### src/rtl/page_fifo.sv
// page_fifo: sequencer-controlled word FIFO between the DDR controller page
// output and the sequencer's 8-bit input registers. Words are pushed either
// straight from push_data (CAPTURE/XCHG) or from a byte-built staging word
// (LDB/PUSHS), and read back one selectable byte of the head entry at a time.
//
// Ports:
//   clock, reset      - rising-edge clock, synchronous active-high reset
//   inst[11:0]        - [11:8] opcode, [7:0] immediate
//   inst_en           - instruction valid, sampled each rising edge
//   push_data         - word captured by CAPTURE / XCHG
//   byte_o            - byte sel of the head entry, 8'h00 when empty
//   count             - stored entries, 0..DEPTH
//   empty, full       - registered status
//   overflow          - sticky: a push was dropped because the FIFO was full
//   underflow         - sticky: a pop was issued on an empty FIFO
module page_fifo #(
    parameter int WORD_WIDTH = 32,
    parameter int DEPTH      = 8,
    parameter int ADDR_WIDTH = 3,
    parameter int SEL_WIDTH  = 2
) (
    input  logic                  clock,
    input  logic                  reset,
    input  logic [11:0]           inst,
    input  logic                  inst_en,
    input  logic [WORD_WIDTH-1:0] push_data,
    output logic [7:0]            byte_o,
    output logic [ADDR_WIDTH:0]   count,
    output logic                  empty,
    output logic                  full,
    output logic                  overflow,
    output logic                  underflow
);

    localparam int NBYTES = WORD_WIDTH / 8;

    typedef enum logic [3:0] {
        OP_NOP     = 4'h0,
        OP_CAPTURE = 4'h1,
        OP_POP     = 4'h2,
        OP_SELB    = 4'h3,
        OP_CLR     = 4'h4,
        OP_LDB     = 4'h5,
        OP_PUSHS   = 4'h6,
        OP_XCHG    = 4'h7
    } op_e;

    typedef logic [NBYTES-1:0][7:0] word_t;

    word_t                 mem [DEPTH];
    logic [ADDR_WIDTH-1:0] rd_ptr_q, rd_ptr_d;
    logic [ADDR_WIDTH-1:0] wr_ptr_q, wr_ptr_d;
    logic [ADDR_WIDTH:0]   count_q, count_d;
    logic                  empty_q, full_q;
    logic                  ovf_q, ovf_d;
    logic                  unf_q, unf_d;
    logic [SEL_WIDTH-1:0]  sel_q, sel_d;
    word_t                 stage_q, stage_d;

    logic                  do_push, do_pop, do_clr;
    word_t                 push_word;
    logic [3:0]            opcode;
    logic [7:0]            imm;

    assign opcode = inst[11:8];
    assign imm    = inst[7:0];

    // Instruction decode: one instruction per cycle, so at most one push
    // source and one pop are active.
    always_comb begin
        do_push   = 1'b0;
        do_pop    = 1'b0;
        do_clr    = 1'b0;
        push_word = word_t'(push_data);
        ovf_d     = ovf_q;
        unf_d     = unf_q;
        sel_d     = sel_q;
        stage_d   = stage_q;
        if (inst_en) begin
            case (opcode)
                OP_CAPTURE: begin
                    if (full_q) ovf_d = 1'b1;
                    else        do_push = 1'b1;
                end
                OP_POP: begin
                    if (empty_q) unf_d = 1'b1;
                    else         do_pop = 1'b1;
                end
                OP_SELB: sel_d = imm[SEL_WIDTH-1:0];
                OP_CLR: begin
                    do_clr = 1'b1;
                    ovf_d  = 1'b0;
                    unf_d  = 1'b0;
                end
                OP_LDB: begin
                    for (int k = 0; k < NBYTES; k++)
                        if (sel_q == SEL_WIDTH'(k)) stage_d[k] = imm;
                end
                OP_PUSHS: begin
                    push_word = stage_q;
                    if (full_q) ovf_d = 1'b1;
                    else        do_push = 1'b1;
                end
                OP_XCHG: begin
                    // When full, wr_ptr == rd_ptr: the write lands in the
                    // slot being popped, so no overflow is possible.
                    do_push = 1'b1;
                    if (empty_q) unf_d  = 1'b1;
                    else         do_pop = 1'b1;
                end
                default: ;
            endcase
        end
    end

    // Pointer / count next state. count is its own register so full and
    // empty never alias on equal pointers.
    always_comb begin
        rd_ptr_d = rd_ptr_q;
        wr_ptr_d = wr_ptr_q;
        count_d  = count_q;
        if (do_clr) begin
            rd_ptr_d = '0;
            wr_ptr_d = '0;
            count_d  = '0;
        end else begin
            if (do_push) wr_ptr_d = wr_ptr_q + ADDR_WIDTH'(1);
            if (do_pop)  rd_ptr_d = rd_ptr_q + ADDR_WIDTH'(1);
            if (do_push && !do_pop) count_d = count_q + (ADDR_WIDTH+1)'(1);
            if (do_pop && !do_push) count_d = count_q - (ADDR_WIDTH+1)'(1);
        end
    end

    always_ff @(posedge clock) begin
        if (reset) begin
            rd_ptr_q <= '0;
            wr_ptr_q <= '0;
            count_q  <= '0;
            empty_q  <= 1'b1;
            full_q   <= 1'b0;
            ovf_q    <= 1'b0;
            unf_q    <= 1'b0;
            sel_q    <= '0;
            stage_q  <= '0;
        end else begin
            rd_ptr_q <= rd_ptr_d;
            wr_ptr_q <= wr_ptr_d;
            count_q  <= count_d;
            empty_q  <= (count_d == '0);
            full_q   <= (count_d == (ADDR_WIDTH+1)'(DEPTH));
            ovf_q    <= ovf_d;
            unf_q    <= unf_d;
            sel_q    <= sel_d;
            stage_q  <= stage_d;
        end
    end

    // Storage has no reset; it is only observable through byte_o when the
    // FIFO is non-empty.
    always_ff @(posedge clock) begin
        if (!reset && do_push) mem[wr_ptr_q] <= push_word;
    end

    // Head byte select; an out-of-range sel (possible when WORD_WIDTH=8)
    // reads as zero.
    always_comb begin
        word_t head;
        head   = mem[rd_ptr_q];
        byte_o = 8'h00;
        if (!empty_q) begin
            for (int k = 0; k < NBYTES; k++)
                if (sel_q == SEL_WIDTH'(k)) byte_o = head[k];
        end
    end

    assign count     = count_q;
    assign empty     = empty_q;
    assign full      = full_q;
    assign overflow  = ovf_q;
    assign underflow = unf_q;

endmodule

### config.mk
export PLATFORM = sky130hd
export DESIGN_NAME = page_fifo
export DESIGN_NICKNAME = d
export VERILOG_FILES = /design/src/rtl/page_fifo.sv
export SDC_FILE = /design/constraint.sdc
export NUM_CORES = 1
export LEC_CHECK = 0
export BUFFER_PORTS_ARGS = -buffer_cell sky130_fd_sc_hd__buf_2
export CORE_AREA = 2 2 152 154
export CTS_CLUSTER_DIAMETER = 150
export DETAILED_ROUTE_END_ITERATION = 8
export DIE_AREA = 0 0 154 156
export GPL_TIMING_DRIVEN = 0
export HOLD_SLACK_MARGIN = 0.02
export PLACE_DENSITY = 0.73
export REMOVE_ABC_BUFFERS = 1
export SYNTH_ARGS = -nofsm -noshare
export SYNTH_HDL_FRONTEND = slang
export SYNTH_SLANG_ARGS = --single-unit
### constraint.sdc
create_clock -name clock -period 12.8 [get_ports clock]
set_input_delay 0 -clock clock [delete_from_list [all_inputs] [get_ports clock]]
set_output_delay 0 -clock clock [all_outputs]
set_load 0.01 [all_outputs]
==> Yosys cells after proc, flatten, opt, wreduce, memory -nomap -nowiden <==
Memory sizes are Yosys's and may differ from the RTL's. A register that Yosys moved wholly into a read port is not among the register bits.
Index checks and enable logic that the tools add are counted.
{ "classes": {"div_mod_pow": 0, "n_shift": 0, "magnitude_cmp": 0, "reduce_logical": 20, "bitwise_logic": 0, "eq_ne": 13, "add_sub_neg": 4, "n_mul": 0, "n_mux": 26} }
{ "op_table": {"columns": ["operator", "n"], "rows": [
  ["$mux W32", 2],
  ["$mux W8", 5],
  ["$reduce_and A3 Y1", 6],
  ["$eq A4 B3 Y1 const B", 4],
  ["$mux W4", 3],
  ["$mux W1", 11],
  ["$eq A4 B2 Y1 const B", 2],
  ["$add A3 B1 Y3 const B", 2],
  ["$mux W3", 2],
  ["$pmux W1 S2", 3],
  ["$reduce_or A2 Y1", 3],
  ["$add A4 B1 Y4 const B", 1],
  ["$eq A2 B2 Y1 const B", 2],
  ["$eq A4 B1 Y1 const B", 1],
  ["$eq A4 B4 Y1 const B", 1],
  ["$logic_not A4 Y1", 1],
  ["$ne A2 B1 Y1 const B", 2],
  ["$reduce_bool A2 Y1", 2],
  ["$sub A4 B1 Y4 const B", 1],
  ["$logic_and A1 B1 Y1", 3],
  ["$logic_not A1 Y1", 3],
  ["$eq A2 B1 Y1 const B", 1],
  ["$logic_not A2 Y1", 1],
  ["$reduce_and A2 Y1", 1]
]} }
{ "word_totals": {"rom_bits": 0, "ramBits": 256, "reg_bits": 48, "latchBits": 0, "mem_count": 1, "wordCells": 76} }
{ "memory_table": {"columns": ["memory", "words", "word_bits", "rd", "rd_ports_with_merged_regs", "wr", "line_no", "source"], "rows": [
  ["mem", 8, 32, 1, 1, 1, "50", "word_t mem [DEPTH];"]
]} }

==> Logic depth before layout (Yosys ltp) <==
{ "depth": {"ltp_word": 10, "ltp_mapped": 8, "ltp_nobuf": 6} }

==> Worst setup path after synthesis <==
Ideal clock, no wire load.
{ "synth_timing": {"kind": "reg-to-reg", "start": "register full_q (netlist: full)", "end": "memory mem[0][0] in the netlist's numbering, enable pin", "arrival_ns": 4.417, "n_path_buf": 0, "synth_period_minus_slack_ns": 4.930, "path_slack_ns": 7.870, "stages_incl_launch_ff": 5, "t_required_ns": 12.287, "path_cell_list": "dfxtp_1 > and2b_1 > o32ai_2 > nand2_1 > nor4b_1"} }
{ "synth_via": {"elab_chain_len": 6} }
{ "synth_rtl": {"columns": ["element", "line_no", "source"], "rows": [
  ["start: declaration", "54", "logic empty_q, full_q;"],
  ["start signal: assignment", "150", "full_q <= (count_d == (ADDR_WIDTH+1)'(DEPTH));"],
  ["$mux W1", "82, 101", null],
  ["$pmux W1 S2", "80", "case (opcode)"],
  ["$mux W1", "79", "if (inst_en) begin"],
  ["$logic_and A1 B1 Y1", "161", "if (!reset && do_push) mem[wr_ptr_q] <= push_word;"],
  ["$mux W1", "161", null],
  ["$mux W1 (implied by the code)", "161", null],
  ["end: declaration", "50", null]
]} }
Every way passes these cells.

==> metrics.txt <==
# TYPE chip_impl_metric gauge
chip_impl_info{name="run_status",value="complete, no violations"} 1
chip_impl_metric{name="path_clk_slew",unit="ns"} 0.06
chip_impl_metric{name="clkLatencyLatePin",unit="ns"} 0.54
chip_impl_metric{name="cts_max_level",unit=""} 1
chip_impl_info{name="cp-end-kind",value="primary output"} 1
chip_impl_metric{name="r2r.worst_path.cells",unit=""} 5
chip_impl_metric{name="wl_met3",unit="mm"} 2.04
chip_impl_metric{name="max_stage_delay",unit="ns"} 1.07
chip_impl_metric{name="hold_viol",unit=""} 0
chip_impl_metric{name="drc",unit=""} 0
chip_impl_metric{name="synth_warnings",unit=""} 0
chip_impl_info{name="rsz0062_at_grt",value="false"} 1
chip_impl_metric{name="synth.cell_area",unit="sq um"} 12300
chip_impl_metric{name="antenna_found_initial",unit=""} 0
chip_impl_metric{name="rrSetupSlack",unit="ns"} 9.65
chip_impl_metric{name="placement_rows",unit=""} 55
chip_impl_metric{name="ant_nets",unit=""} 0
chip_impl_metric{name="layout-drive-gt1-share",unit=""} 0.297
chip_impl_metric{name="synthDistinctLibCells",unit=""} 49
chip_impl_metric{name="design.final.nets",unit=""} 891
chip_impl_metric{name="max_freq",unit="MHz"} 257
chip_impl_metric{name="final_critical_path_share_of_the_clock_period",unit=""} 0.304
chip_impl_info{name="criticalPathCategory",value="flip-flop to primary output"} 1
chip_impl_metric{name="drt_wl_total",unit="mm"} 28.5
chip_impl_metric{name="power.density",unit="nW/um^2"} 139
chip_impl_info{name="post_synth_most_frequent_cells",value="sky130_fd_sc_hd__edfxtp_1, sky130_fd_sc_hd__mux4_2, sky130_fd_sc_hd__dfxtp_1, sky130_fd_sc_hd__nor2_1, sky130_fd_sc_hd__nand2_1"} 1
chip_impl_metric{name="detailroute.wirelength.met2",unit="mm"} 14.3
chip_impl_info{name="post-synth-top-count-cell",value="sky130_fd_sc_hd__edfxtp_1"} 1
chip_impl_metric{name="worst_pin_slew",unit="ns"} 1.32
chip_impl_metric{name="wl_met1",unit="mm"} 11.4
chip_impl_metric{name="avgSynthCellArea",unit="sq um"} 17.5
chip_impl_metric{name="design_power_total",unit="mW"} 2.04
chip_impl_metric{name="total_leakage_power",unit="nW"} 4.94
chip_impl_metric{name="ys_seq_area_frac",unit=""} 0.707
chip_impl_metric{name="cts.sinks",unit=""} 307
chip_impl_metric{name="ys_ff_latch",unit=""} 307
chip_impl_info{name="min_to",value="stage_q[15]$_SDFFE_PP0P_"} 1
chip_impl_info{name="cp_cell_sequence",value="inv_1 > mux4_2 > o22ai_1 > nor3_1 > buf_2"} 1
chip_impl_metric{name="x_dimension_of_the_die",unit="microns"} 154
chip_impl_metric{name="io_buffers",unit=""} 62
chip_impl_metric{name="floorplan.initialDensity",unit=""} 0.551
chip_impl_metric{name="core_area",unit="sq um"} 22400
chip_impl_info{name="cts_tree",value="yes"} 1
chip_impl_metric{name="routed_via_density",unit=""} 6.17
chip_impl_metric{name="worst-endpoint-required",unit="ns"} 12.80
chip_impl_metric{name="setup-tns-final",unit="ns"} 0
chip_impl_metric{name="maxSlewViolCount",unit=""} 0
chip_impl_metric{name="area_growth",unit="%"} 19.1
chip_impl_metric{name="maxCapViolations",unit=""} 0
chip_impl_metric{name="dr.pass1.iters",unit=""} 4
chip_impl_metric{name="synth_enable_flop_cells",unit=""} 256
chip_impl_metric{name="detail_route.wl_per_cell",unit="microns"} 24.8
chip_impl_info{name="synth.area.top_cells",value="sky130_fd_sc_hd__edfxtp_1, sky130_fd_sc_hd__mux4_2, sky130_fd_sc_hd__dfxtp_1"} 1
chip_impl_metric{name="drt-initial-drc-count",unit=""} 619
chip_impl_metric{name="global_placer_s_final_weighted_congestion",unit=""} 0.839
chip_impl_metric{name="postSynth.asyncResetShare",unit=""} 0
chip_impl_info{name="critPathSlowestCell",value="sky130_fd_sc_hd__dfxtp_1"} 1
chip_impl_metric{name="final.setup_skew",unit="ns"} 0.00688
chip_impl_metric{name="arrival",unit="ns"} 3.89
chip_impl_metric{name="timing.max_slew.rel_slack",unit=""} 0.115
chip_impl_metric{name="ir_worst_vdd",unit="uV"} 115
chip_impl_metric{name="highest_fanout_seen_on_the_critical_path",unit=""} 20
chip_impl_info{name="route.top_layer_used",value="met4"} 1
chip_impl_metric{name="min_path_cells",unit=""} 2
chip_impl_metric{name="antenna_cells",unit=""} 0
chip_impl_metric{name="layoutNonFillerInstCount",unit=""} 1149
chip_impl_metric{name="hpwl",unit="mm"} 17.9
chip_impl_info{name="rr_endpoint",value="stage_q[18]$_SDFFE_PP0P_"} 1
chip_impl_metric{name="die_outline_height",unit="microns"} 156
chip_impl_metric{name="cts-buffers-inserted",unit=""} 31
chip_impl_metric{name="global_route.overflow_total",unit=""} 0
chip_impl_metric{name="postSynthCellCount",unit=""} 702
chip_impl_metric{name="finalWorstPathRequiredPeriod",unit="ns"} 3.89
chip_impl_metric{name="yosys.area.top_type_share",unit=""} 0.624
chip_impl_info{name="startpoint_of_the_worst_register_to_register_path",value="sel_q[1]$_SDFFE_PP0P_"} 1
chip_impl_metric{name="num_vias",unit=""} 7090
chip_impl_metric{name="pin_count",unit=""} 63
chip_impl_info{name="hold_path.startpoint",value="reset"} 1
chip_impl_metric{name="setup-violations-final",unit=""} 0
chip_impl_info{name="root_buffer",value="sky130_fd_sc_hd__clkbuf_16"} 1
chip_impl_metric{name="largest_net_degree_at_the_start_of_global_routing",unit=""} 62
chip_impl_metric{name="clock_path_buffers",unit=""} 3
chip_impl_info{name="synthDominantAreaCellType",value="sky130_fd_sc_hd__edfxtp_1"} 1
chip_impl_metric{name="die_area",unit="sq um"} 24000
chip_impl_metric{name="vias_in_the_first_global_route",unit=""} 7327
chip_impl_info{name="hold_class",value="input pin to flip-flop"} 1
chip_impl_metric{name="finalInstanceArea",unit="sq um"} 14700
chip_impl_metric{name="place_area",unit="sq um"} 13200
chip_impl_metric{name="placedCellCount",unit=""} 1045
chip_impl_info{name="yosys_most_used_dff",value="sky130_fd_sc_hd__edfxtp_1"} 1
chip_impl_info{name="crit_path_start_kind",value="flip-flop"} 1
chip_impl_metric{name="grt_first_pass_wirelength",unit="mm"} 42.7
chip_impl_metric{name="track_usage",unit=""} 0.239
## layout make-up
class / instances / area [sq um]
Fill cell: 1496 / 7700
Tap cell: 285 / 357
Inverter: 7 / 26.3
Multi-Input combinational cell: 352 / 3450
Clock inverter: 16 / 93.8
Clock buffer: 41 / 876
Timing Repair Buffer: 141 / 1150
Sequential cell: 307 / 8720
## metrics by stage
step / hold slack (ns) / util / setup slack, ns
final: 0.0709 / 0.656 / 8.91
after global routing: 0.0684 / 0.656 / 8.78
after CTS: 0.0512 / 0.656 / 8.88
after detailed placement: 0.299 / 0.591 / 9.51
after global placement: 0.283 / 0.572 / 4.38
after floorplan: 0.0691 / - / 7.87
## sequential cells by signal, summed over array words and instances (netlist names), named ones only
name,count
mem,256
stage_q,32
count,4
rd_ptr_q,3
wr_ptr_q,3
sel_q,2
empty,1
full,1
overflow,1
underflow,1
## layer usage
metal	vias to the layer above	GRT usage
met2	316	0.405
met1	3634	0.315
li1	3078	-
met4	0	0.0739
met3	62	0.0492
met5	-	0
## placed cells by master (no fill, tap or decap), drive strengths merged, types with 2 or more instances in the layout
master       instances
a211oi               3
a21oi               21
a311oi               2
a31oi                4
and2                 3
buf                 94
clkbuf              41
clkinv              16
dfxtp               51
dlygate4sd3         47
edfxtp             256
ha                   4
inv                  6
mux2                34
mux2i               21
mux4                72
nand2               50
nand2b               5
nand3               25
nor2                51
nor2b                2
nor3                14
nor4                 4
nor4b                2
o211a                2
o21ai                5
o22ai                6
o31ai                2
or3                  2
xor2                 4
## worst max path at each step
stage	from	end	slack, ns	depth (start not counted)
finish	flip-flop	byte_o[1]	8.91	5
global route	flip-flop	byte_o[1]	8.78	5
CTS	flip-flop	byte_o[1]	8.88	5
detailed placement	flip-flop	byte_o[1]	9.51	5
global placement	inst[10]	mem[0][17]$_DFFE_PP_	4.38	5
floorplan	full$_SDFF_PP0_	mem[0][0]$_DFFE_PP_	7.87	4
## where the power goes
part / switching (mW) / total [mW] / leakage [nW] / internal [mW]
clock: 0.355 / 0.851 / 0.480 / 0.496
combinational: 0.0493 / 0.0900 / 1.75 / 0.0407
sequential: 0.00960 / 1.10 / 2.72 / 1.09
## logic make-up after synthesis
| family | Yosys count | share of synthesized area |
|---|---|---|
| buf+inv | 43 | 0.0172 |
| compound gates | 53 | 0.0287 |
| simple gates | 163 | 0.0594 |
| mux | 127 | 0.180 |
| flops | 307 | 0.707 |
| fa+ha+maj | 4 | 0.00406 |
| xor+xnor | 5 | 0.00356 |
## worst max-delay path, delay by kind of cell (launching register included)
kind                   cells  cell delay (ns)
flip-flops                 1             1.07
AND/OR/NAND/NOR            1             0.42
multiplexers               1             0.61
buffers and inverters      2             1.11
AO/OA/AOI/OAI              1             0.09
## timing repair
action,in CTS,in global routing
gates resized for setup,0,0
hold endpoints to repair,294,0
endpoints found under the setup margin,0,0
hold buffers,47,0
buffers inserted,0,0
Note: power is estimated with default switching activity, not from simulation.
